==> config.mk <==
export PLATFORM = sky130hd
export DESIGN_NAME = pipe_stage_elastic
export DESIGN_NICKNAME = d
export VERILOG_FILES = /design/src/rtl/pipe_stage_elastic_pkg.sv /design/src/rtl/pipe_stage_elastic_sat_counter.sv /design/src/rtl/pipe_stage_elastic.sv
export SDC_FILE = /design/constraint.sdc
export NUM_CORES = 1
export LEC_CHECK = 0
export CAP_MARGIN = 25
export CELL_PAD_IN_SITES_DETAIL_PLACEMENT = 1
export CELL_PAD_IN_SITES_GLOBAL_PLACEMENT = 2
export CORE_MARGIN = 2
export CORE_UTILIZATION = 37
export DETAILED_ROUTE_END_ITERATION = 8
export GPL_TIMING_DRIVEN = 1
export PLACE_DENSITY_LB_ADDON = 0.1
export RECOVER_POWER = 25
export REMOVE_ABC_BUFFERS = 1
export SLEW_MARGIN = 20
export SYNTH_ARGS = -nofsm -noshare
export SYNTH_HDL_FRONTEND = slang
export SYNTH_HIERARCHICAL = 1
export SYNTH_SLANG_ARGS = --single-unit
==> constraint.sdc <==
create_clock -name clk -period 9.56 [get_ports clk]
set_clock_uncertainty 0.05 [all_clocks]
set_input_delay 1.434 -clock clk [delete_from_list [all_inputs] [get_ports clk]]
set_output_delay 1.434 -clock clk [all_outputs]
set_load 0.02 [all_outputs]
==> src/rtl/pipe_stage_elastic_pkg.sv <==
// Shared control-bit layout and per-stage payload widths for the elastic
// pipeline-stage registers.
package pipe_pkg;

    localparam int CTRL_REGW      = 0;
    localparam int CTRL_MEMTOREG  = 1;
    localparam int CTRL_MEMW      = 2;
    localparam int CTRL_MEMR      = 3;
    localparam int CTRL_BRANCH    = 4;
    localparam int CTRL_ALUSRC    = 5;
    localparam int CTRL_ALUOP_LSB = 6;
    localparam int CTRL_ALUOP_MSB = 7;

    // Caller-packed payload widths for each inter-stage boundary.
    localparam int IFID_DATA_W  = 64;
    localparam int IDEX_DATA_W  = 160;
    localparam int EXMEM_DATA_W = 128;
    localparam int MEMWB_DATA_W = 96;

endpackage

==> src/rtl/pipe_stage_elastic_sat_counter.sv <==
// Saturating up-counter with synchronous clear that overrides increment.
module sat_counter #(
    parameter int CNT_W = 16
) (
    input  logic             clk,
    input  logic             reset,
    input  logic             inc,
    input  logic             clr,
    output logic [CNT_W-1:0] count
);

    localparam logic [CNT_W-1:0] CNT_MAX = {CNT_W{1'b1}};
    localparam logic [CNT_W-1:0] CNT_ONE = {{(CNT_W-1){1'b0}}, 1'b1};

    // Count register: clear wins, then increment until the ceiling.
    always_ff @(posedge clk or posedge reset) begin
        if (reset) begin
            count <= {CNT_W{1'b0}};
        end else if (clr) begin
            count <= {CNT_W{1'b0}};
        end else if (inc && (count != CNT_MAX)) begin
            count <= count + CNT_ONE;
        end
    end

endmodule

==> src/rtl/pipe_stage_elastic.sv <==
// Elastic pipeline-stage register: valid/ready handshake, optional 2-entry
// skid buffer, flush, bubble-gated control bits and a stall counter.
module pipe_stage_elastic
    import pipe_pkg::*;
#(
    parameter int DATA_W = IFID_DATA_W,
    parameter int CTRL_W = CTRL_ALUOP_MSB + 1,
    parameter int SKID   = 1,
    parameter int CNT_W  = 16
) (
    input  logic              clk,
    input  logic              reset,
    input  logic              flush,
    input  logic              in_valid,
    output logic              in_ready,
    input  logic [CTRL_W-1:0] in_ctrl,
    input  logic [DATA_W-1:0] in_data,
    output logic              out_valid,
    input  logic              out_ready,
    output logic [CTRL_W-1:0] out_ctrl,
    output logic [DATA_W-1:0] out_data,
    output logic [1:0]        occupancy,
    input  logic              stat_clr,
    output logic [CNT_W-1:0]  stall_cnt
);

    logic              main_valid;
    logic              skid_valid;
    logic [CTRL_W-1:0] main_ctrl;
    logic [CTRL_W-1:0] skid_ctrl;
    logic [DATA_W-1:0] main_data;
    logic [DATA_W-1:0] skid_data;

    logic accept;
    logic deliver;
    logic main_valid_nxt;
    logic skid_valid_nxt;
    logic load_main;
    logic main_from_skid;
    logic load_skid;

    assign accept  = in_valid & in_ready;
    assign deliver = main_valid & out_ready;

    generate
        if (SKID != 0) begin : g_skid
            // in_ready depends only on held state, so no out_ready->in_ready path.
            assign in_ready = ~skid_valid;

            // Two-entry steering; skid always holds the younger beat.
            always_comb begin
                main_valid_nxt = main_valid;
                skid_valid_nxt = skid_valid;
                load_main      = 1'b0;
                main_from_skid = 1'b0;
                load_skid      = 1'b0;
                if (flush) begin
                    main_valid_nxt = 1'b0;
                    skid_valid_nxt = 1'b0;
                end else if (deliver) begin
                    if (skid_valid) begin
                        load_main      = 1'b1;
                        main_from_skid = 1'b1;
                        main_valid_nxt = 1'b1;
                        load_skid      = accept;
                        skid_valid_nxt = accept;
                    end else begin
                        load_main      = accept;
                        main_valid_nxt = accept;
                    end
                end else if (accept) begin
                    if (main_valid) begin
                        load_skid      = 1'b1;
                        skid_valid_nxt = 1'b1;
                    end else begin
                        load_main      = 1'b1;
                        main_valid_nxt = 1'b1;
                    end
                end else begin
                    main_valid_nxt = main_valid;
                    skid_valid_nxt = skid_valid;
                end
            end
        end else begin : g_single
            assign in_ready = out_ready | ~main_valid;

            // Single entry: refill on accept, drain on deliver.
            always_comb begin
                main_valid_nxt = main_valid;
                skid_valid_nxt = 1'b0;
                load_main      = 1'b0;
                main_from_skid = 1'b0;
                load_skid      = 1'b0;
                if (flush) begin
                    main_valid_nxt = 1'b0;
                end else begin
                    load_main      = accept;
                    main_valid_nxt = accept | (main_valid & ~deliver);
                end
            end
        end
    endgenerate

    // Entry state; payload registers only move on their load enables.
    always_ff @(posedge clk or posedge reset) begin
        if (reset) begin
            main_valid <= 1'b0;
            skid_valid <= 1'b0;
            main_ctrl  <= {CTRL_W{1'b0}};
            main_data  <= {DATA_W{1'b0}};
            skid_ctrl  <= {CTRL_W{1'b0}};
            skid_data  <= {DATA_W{1'b0}};
        end else begin
            main_valid <= main_valid_nxt;
            skid_valid <= skid_valid_nxt;
            if (load_main) begin
                main_ctrl <= main_from_skid ? skid_ctrl : in_ctrl;
                main_data <= main_from_skid ? skid_data : in_data;
            end
            if (load_skid) begin
                skid_ctrl <= in_ctrl;
                skid_data <= in_data;
            end
        end
    end

    assign out_valid = main_valid;
    assign out_data  = main_data;
    // Bubble gating: an empty stage can never present a live control bit.
    assign out_ctrl  = main_valid ? main_ctrl : {CTRL_W{1'b0}};
    assign occupancy = {1'b0, main_valid} + {1'b0, skid_valid};

    sat_counter #(
        .CNT_W (CNT_W)
    ) u_stall_cnt (
        .clk   (clk),
        .reset (reset),
        .inc   (main_valid & ~out_ready),
        .clr   (stat_clr),
        .count (stall_cnt)
    );

endmodule

==> results.sh, run 1 <==
export IMPL_run_status="finished, violations left"
export IMPL_failing_checks="capacitance limit, slew limit"
export IMPL_yosysUniqueCellTypes=39
export IMPL_post_layout_utilization_of_the_core=0.503
export IMPL_clock_insertion_delay_worst_skew_ps=420
export IMPL_grt_ovfl_total=0
export IMPL_worstMarginPinSlew_ps=3990
export IMPL_wl_per_cell_um=18.5
export IMPL_floorplan_io_pins=170
export IMPL_synthesis_area_um2=7450
export IMPL_whs_ps=456
export IMPL_die_width_um=146
export IMPL_rsz0062_at_grt="no"
export IMPL_wl_um=17600
export IMPL_clock_fmax_mhz=206
export IMPL_detailedPlacementHpwl_um=11700
export IMPL_finalSetupViolations=0
export IMPL_vdd_ir_drop_max_uv=116
export IMPL_power_density_nw_per_um2=207
export IMPL_tritoncts_num_buffers=17
export IMPL_timing_hold_worst_class="flop to flop"
export IMPL_filler_cell_count=1991
export IMPL_maxcap_viol_count=1
export IMPL_rows=51
export IMPL_numClockSinks=162
export IMPL_crit_path_start_kind="primary input"
export IMPL_die_ar_um2=21300
export IMPL_antenna_violating_nets_post_route=0
export IMPL_postPlaceCellArea_um2=9300
export IMPL_core_area_um2=19600
export IMPL_cts_htree_levels=4
export IMPL_synth_ff_latch_count=162
export IMPL_multi_input_area_um2=3130
export IMPL_layout_min_cycle_time_ps=4850
export IMPL_required_ps=9970
export IMPL_relSlewSlack=-1.68
export IMPL_seq_cell_area_um2=4050
export IMPL_post_cts_setup_buffers=0
export IMPL_post_cts_resized=0
export IMPL_routabilityCongestion=0.725
export IMPL_p_leak_nw=4.01
export IMPL_grt_start_max_net_pins=90
export IMPL_grt_pass1_wl_um=29100
export IMPL_clk_root_buffer_cell="sky130_fd_sc_hd__clkbuf_16"
export IMPL_antenna_violations_before_repair=1
export IMPL_buffer_ports_inserted=169
export IMPL_clock_transition_at_path_regs_ps=70
export IMPL_detail_route_first_pass_iterations=4
export IMPL_diodes=0
export IMPL_clk_path_buf_depth=2
export IMPL_yosys_warnings=6
export IMPL_fp_dieH_um=146
export IMPL_num_vias=4774
export IMPL_avgSynthCellArea_um2=14.6
export IMPL_initial_core_util=0.380
export IMPL_final_hold_violation_count=0
export IMPL_initial_drt_markers=183
export IMPL_number_of_buffers_inserted_by_hold_repair_at_cts=0
export IMPL_critPathKind="primary input to async pin"
export IMPL_finalNetCount=755
export IMPL_drive_above_1_share=0.382
export IMPL_tritoncts_clock_tree="built"
export IMPL_report_final_slew_viol_count=90
export IMPL_total_negative_slack_ps=0
export IMPL_area_of_all_placed_cells_without_fillers_um2=9860
export IMPL_netlist_instances=509
export IMPL_preCtsSetupSlack_ps=5240
export IMPL_worstSetupEndpointType="async pin"
export IMPL_seq_area_frac_synth=0.544
export IMPL_detail_route_vias_per_cell=5.01
export IMPL_final_period_utilization=0.507
export IMPL_remaining_drc_errors=0
export IMPL_first_global_vias=5440
export IMPL_setup_slack_ps=4710
export IMPL_areaGrowthSynthToFinish_pct=32.4
export IMPL_cp_data_arrival_time_ps=5260
export IMPL_global_route_usage_over_all_layers=0.171
export IMPL_critical_path_max_fanout=89
## critical path, stage by stage
cell,delay (ps)
sky130_fd_sc_hd__dlygate4sd3_1,560
sky130_fd_sc_hd__clkinvlp_2,2230
sky130_fd_sc_hd__buf_4,900
## routing by layer
layer	global-route usage	up-vias	part of all wire
li1	-	2180	-
met1	0.210	2464	0.42
met2	0.292	113	0.50
met3	0.0555	15	0.065
met4	0.0471	2	0.0097
met5	0	-	0.00063
## report_power, final
| part | leakage [nW] | internal, mW | switching (mW) |
|---|---|---|---|
| combinational | 1.76 | 0.272 | 0.192 |
| clock | 0.273 | 0.370 | 0.292 |
| sequential | 1.98 | 0.836 | 0.0793 |
## cells in the final DEF (no fill, tap or decap), types with 6 or more instances in the layout
cell / netlist / routed
sky130_fd_sc_hd__mux2_2: 205 / 205
sky130_fd_sc_hd__and2_1: 8 / 8
sky130_fd_sc_hd__clkdlybuf4s50_1: 0 / 166
sky130_fd_sc_hd__or3_1: 6 / 6
sky130_fd_sc_hd__mux2_4: 13 / 13
sky130_fd_sc_hd__a21oi_1: 14 / 14
sky130_fd_sc_hd__clkbuf_16: 0 / 17
sky130_fd_sc_hd__nand2_1: 7 / 7
sky130_fd_sc_hd__o21ai_0: 6 / 6
sky130_fd_sc_hd__dfrtp_1: 162 / 162
sky130_fd_sc_hd__nand3_1: 7 / 7
sky130_fd_sc_hd__or4_1: 6 / 6
## logic make-up (layout without fill, tap and decap cells)
kind of cell,count (synthesis),count (layout),share of synthesized area
buffers and inverters,34,213,0.0365
adders and majority gates,2,2,0.00336
muxes,219,219,0.337
AOI/OAI and AO/OA,30,30,0.0254
DFF,162,162,0.544
and+or+nand+nor,62,62,0.0531
## stage by stage
stage	cells	power, mW
3_3_place_gp	920	1.37
5_1_grt	953	2.15
6_report	953	2.04
2_1_floorplan	481	1.17
4_1_cts	953	2.07
3_5_place_dp	921	1.40
## final timing paths
| kind | cells after the start | slack (ps) | from | end |
|---|---|---|---|---|
| max | 3 | 4710 | reset | skid_data[6] |
| max in group clk | 5 | 5610 | flush | out_data[10] |
| min in group asynchronous | 2 | 1540 | reset | u_stall_cnt/count[2] |
| max reg2reg | 4 | 6750 | out_valid | out_data[10] |
| min | 1 | 460 | out_data[29] | out_data[29] |
| min reg2reg | 1 | 460 | out_data[29] | out_data[29] |
## cell type report
cell class | count | area share
clock buffer | 19 | 0.0449
tap | 265 | 0.0336
sequential | 162 | 0.411
inverter | 6 | 0.00241
clock inverter | 13 | 0.0128
multi-input combinational | 313 | 0.317
timing repair buffer | 175 | 0.178
## cell usage after synthesis
cell type | instances | area share
sky130_fd_sc_hd__nand4b_1 | 1 | 0.0012
sky130_fd_sc_hd__or3_2 | 1 | 0.0010
sky130_fd_sc_hd__mux2_4 | 13 | 0.026
sky130_fd_sc_hd__mux2i_1 | 1 | 0.0013
sky130_fd_sc_hd__nand2b_4 | 1 | 0.0018
sky130_fd_sc_hd__mux2_2 | 205 | 0.31
sky130_fd_sc_hd__inv_1 | 6 | 0.0030
sky130_fd_sc_hd__dfrtp_1 | 162 | 0.54
sky130_fd_sc_hd__ha_1 | 2 | 0.0034
sky130_fd_sc_hd__or4_4 | 1 | 0.0015
sky130_fd_sc_hd__buf_4 | 8 | 0.0081
sky130_fd_sc_hd__a211oi_1 | 1 | 0.0010
sky130_fd_sc_hd__or3_1 | 6 | 0.0050
sky130_fd_sc_hd__a31oi_1 | 1 | 0.00084
sky130_fd_sc_hd__o21ai_0 | 6 | 0.0040
sky130_fd_sc_hd__buf_2 | 2 | 0.0013
sky130_fd_sc_hd__nor3_1 | 4 | 0.0027
sky130_fd_sc_hd__o41ai_1 | 2 | 0.0024
sky130_fd_sc_hd__and2b_1 | 1 | 0.0010
sky130_fd_sc_hd__nand4_4 | 1 | 0.0029
sky130_fd_sc_hd__a21oi_1 | 14 | 0.0094
sky130_fd_sc_hd__nand3_1 | 7 | 0.0047
sky130_fd_sc_hd__or4_2 | 1 | 0.0012
sky130_fd_sc_hd__nand2b_1 | 2 | 0.0017
sky130_fd_sc_hd__clkbuf_1 | 2 | 0.0010
sky130_fd_sc_hd__clkbuf_2 | 1 | 0.00067
sky130_fd_sc_hd__a211oi_4 | 1 | 0.0027
sky130_fd_sc_hd__or4_1 | 6 | 0.0060
sky130_fd_sc_hd__nor4_1 | 3 | 0.0025
sky130_fd_sc_hd__buf_6 | 14 | 0.021
sky130_fd_sc_hd__dlygate4sd1_1 | 1 | 0.0012
sky130_fd_sc_hd__nor2_1 | 3 | 0.0015
sky130_fd_sc_hd__o31ai_1 | 5 | 0.0050
sky130_fd_sc_hd__nand4_1 | 4 | 0.0034
sky130_fd_sc_hd__and2_1 | 8 | 0.0067
sky130_fd_sc_hd__and4_1 | 1 | 0.0012
sky130_fd_sc_hd__nor3b_1 | 1 | 0.0010
sky130_fd_sc_hd__nor2b_1 | 3 | 0.0025
sky130_fd_sc_hd__nand2_1 | 7 | 0.0035
## registers in the layout, indices dropped and copies added, names as in the netlist
| signal | count |
|---|---|
| out_data | 64 |
| skid_ctrl | 8 |
| skid_valid | 1 |
| u_stall_cnt/count | 16 |
| skid_data | 64 |
| out_valid | 1 |
| main_ctrl | 8 |
(Power assumes the default switching activity.)
==> run 2: changes to the inputs <==
--- a/config.mk
+++ b/config.mk
@@ -9,7 +9,7 @@
 export CELL_PAD_IN_SITES_DETAIL_PLACEMENT = 1
 export CELL_PAD_IN_SITES_GLOBAL_PLACEMENT = 2
 export CORE_MARGIN = 2
-export CORE_UTILIZATION = 37
+export CORE_UTILIZATION = 35
 export DETAILED_ROUTE_END_ITERATION = 8
 export GPL_TIMING_DRIVEN = 1
 export PLACE_DENSITY_LB_ADDON = 0.1
==> constraint.sdc (replaced) <==
create_clock -name clk -period 4.6 [get_ports clk]
set_clock_uncertainty 0.05 [all_clocks]
set_input_delay 0.69 -clock clk [delete_from_list [all_inputs] [get_ports clk]]
set_output_delay 0.69 -clock clk [all_outputs]
set_load 0.02 [all_outputs]
==> run 2 against run 1 <==
  * The flow still finishes with violations (capacitance limit, slew limit)
  * Power increased by 110%
  * Via count rose by 0.98%
  * Global-route usage decreased by 0.50 points
  * Utilization is 3.0 points lower
  * Worst hold slack worse by 2.9 ps
  * Largest power group unchanged
==> results.sh, run 2 (synthesized netlist as in run 1, its figures left out) <==
export IMPL_power_density_nw_per_um2=430
export IMPL_relSlewSlack=-0.596
export IMPL_setup_slack_ps=1720
export IMPL_diodes=0
export IMPL_post_cts_resized=0
export IMPL_grt_ovfl_total=0
export IMPL_crit_path_cell_trace="dlygate4sd3_1, and2b_1, nand3_1, or4_4, or4_1, a21oi_1"
export IMPL_cp_data_arrival_time_ps=3160
export IMPL_critical_path_max_stage_delay_ps=590
export IMPL_required_ps=4880
export IMPL_worstSetupEndpointType="flop"
export IMPL_vdd_ir_drop_max_uv=243
export IMPL_clock_transition_at_path_regs_ps=70
export IMPL_report_final_slew_viol_count=108
export IMPL_buffer_ports_inserted=169
export IMPL_worst_hold_path_cells=1
export IMPL_final_hold_violation_count=0
export IMPL_final_common_cell="sky130_fd_sc_hd__mux2_2"
export IMPL_number_of_buffers_inserted_by_hold_repair_at_cts=0
export IMPL_p_sw_frac=0.281
export IMPL_mostFrequentLayoutCells="sky130_fd_sc_hd__mux2_2 (205), sky130_fd_sc_hd__clkdlybuf4s50_1 (166), sky130_fd_sc_hd__dfrtp_1 (162)"
export IMPL_totalPowerFinal_mw=4.27
export IMPL_tritoncts_clock_tree="built"
export IMPL_failing_checks="capacitance limit, slew limit"
export IMPL_pwr_share_seq=0.446
export IMPL_critPathTopFamily="simple AND/OR/NAND/NOR gates"
export IMPL_initial_drt_markers=112
export IMPL_layout_min_cycle_time_ps=2880
export IMPL_clk_root_buffer_cell="sky130_fd_sc_hd__clkbuf_16"
export IMPL_grt_pass1_wl_um=28900
export IMPL_core_area_um2=21000
export IMPL_p_leak_nw=4.04
export IMPL_areaGrowthSynthToFinish_pct=33.2
export IMPL_worstMarginPinSlew_ps=2390
export IMPL_preCtsSetupSlack_ps=1380
export IMPL_clock_insertion_delay_worst_skew_ps=420
export IMPL_wl_per_cell_um=18.7
export IMPL_antenna_violating_nets_post_route=0
export IMPL_finalNetCount=758
export IMPL_maxcap_viol_count=1
export IMPL_routabilityCongestion=0.736
export IMPL_initial_core_util=0.355
export IMPL_die_ar_um2=22500
export IMPL_critical_path_max_fanout=10
export IMPL_detail_route_first_pass_iterations=5
export IMPL_timing_hold_worst_class="flop to flop"
export IMPL_remaining_drc_errors=0
export IMPL_critical_path_n_buffers_inverters=1
export IMPL_netSwitchingPower_mw=1.20
export IMPL_clk_path_buf_depth=2
export IMPL_first_global_vias=5322
export IMPL_critPathKind="primary input to flop"
export IMPL_seq_cell_area_um2=4050
export IMPL_combinationalPowerShare=0.225
export IMPL_finalSetupViolations=0
export IMPL_wl_um=18000
export IMPL_internal_power_mw=3.07
export IMPL_global_route_usage_over_all_layers=0.166
export IMPL_rsz0062_at_grt="no"
export IMPL_reg2regPathDepth=5
export IMPL_fp_dieH_um=150
export IMPL_filler_cell_count=2140
export IMPL_critical_path_slowest_cell="sky130_fd_sc_hd__dlygate4sd3_1"
export IMPL_clock_power_share=0.329
export IMPL_tritoncts_num_buffers=17
export IMPL_path_depth=6
export IMPL_die_width_um=150
export IMPL_detailedPlacementHpwl_um=11900
export IMPL_clock_fmax_mhz=347
export IMPL_floorplan_io_pins=170
export IMPL_multi_input_area_um2=3130
export IMPL_numClockSinks=162
export IMPL_antenna_violations_before_repair=1
export IMPL_post_cts_setup_buffers=0
export IMPL_detail_route_vias_per_cell=4.99
export IMPL_final_period_utilization=0.626
export IMPL_run_status="finished, violations left"
export IMPL_num_vias=4821
export IMPL_drive_above_1_share=0.384
export IMPL_cts_htree_levels=4
export IMPL_rows=53
export IMPL_grt_start_max_net_pins=108
export IMPL_crit_path_start_kind="primary input"
run 2: changes by cell type in the layout (fill, tap and decap cells not counted), moves of 2 or more:
cell,change
sky130_fd_sc_hd__clkinv_4,+2
sky130_fd_sc_hd__clkinvlp_4,-2
sky130_fd_sc_hd__clkinv_2,-2
sky130_fd_sc_hd__buf_12,+2
sky130_fd_sc_hd__inv_8,+2
run 2: worst paths after layout:
kind                              startpoint                    end  slack [ps]
max in group asynchronous              reset          skid_data[20]        1800
worst max-delay path               out_ready  u_stall_cnt/count[13]        1720
worst min register to register  main_ctrl[1]           main_ctrl[1]         450
worst max register to register     out_valid  u_stall_cnt/count[13]        1950
min in group asynchronous              reset  u_stall_cnt/count[14]         820
worst min-delay path            main_ctrl[1]           main_ctrl[1]         450
run 2: worst reg2reg max path: cells and delay by family (launching register included):
family	cells	cell delay, ps
flops	1	650
compound gates	1	150
simple gates	4	1710
run 2: final cells by class:
class | instances | share of cell area
clock buffers | 19 | 0.0436
clock inverters | 13 | 0.0144
inverters | 6 | 0.00265
multi-input cells | 313 | 0.315
flip-flops and latches | 162 | 0.409
well taps | 275 | 0.0347
repair buffers | 178 | 0.181
run 2: metal layers:
layer | track usage | part of all wire | wire, µm | vias up
met1 | 0.207 | 0.44 | 7970 | 2501
met4 | 0.0425 | 0.0099 | 178 | 2
met2 | 0.284 | 0.50 | 8990 | 105
met3 | 0.0485 | 0.048 | 869 | 15
li1 | - | - | - | 2198
met5 | 0 | 0.00072 | 13 | -
run 2: power groups by stage:
| stage | registers (mW) | logic (mW) | clock network [mW] |
|---|---|---|---|
| after floorplan | 2.03 | 0.403 | 0 |
| after global routing | 1.95 | 1.03 | 1.51 |
| after CTS | 1.91 | 0.980 | 1.45 |
| after detailed placement | 1.93 | 0.976 | 0 |
| after global placement | 1.91 | 0.946 | 0 |
| final | 1.90 | 0.960 | 1.41 |
run 2: stage by stage:
step	area (µm²)	TNS [ps]	hold slack (ps)	cells	util
CTS	9920	0	458	966	0.473
global route	9920	0	468	966	0.473
detailed placement	9350	0	443	934	0.446
finish	9920	0	453	966	0.473
floorplan	7200	-195170	423	481	-
global placement	9330	0	432	933	0.445
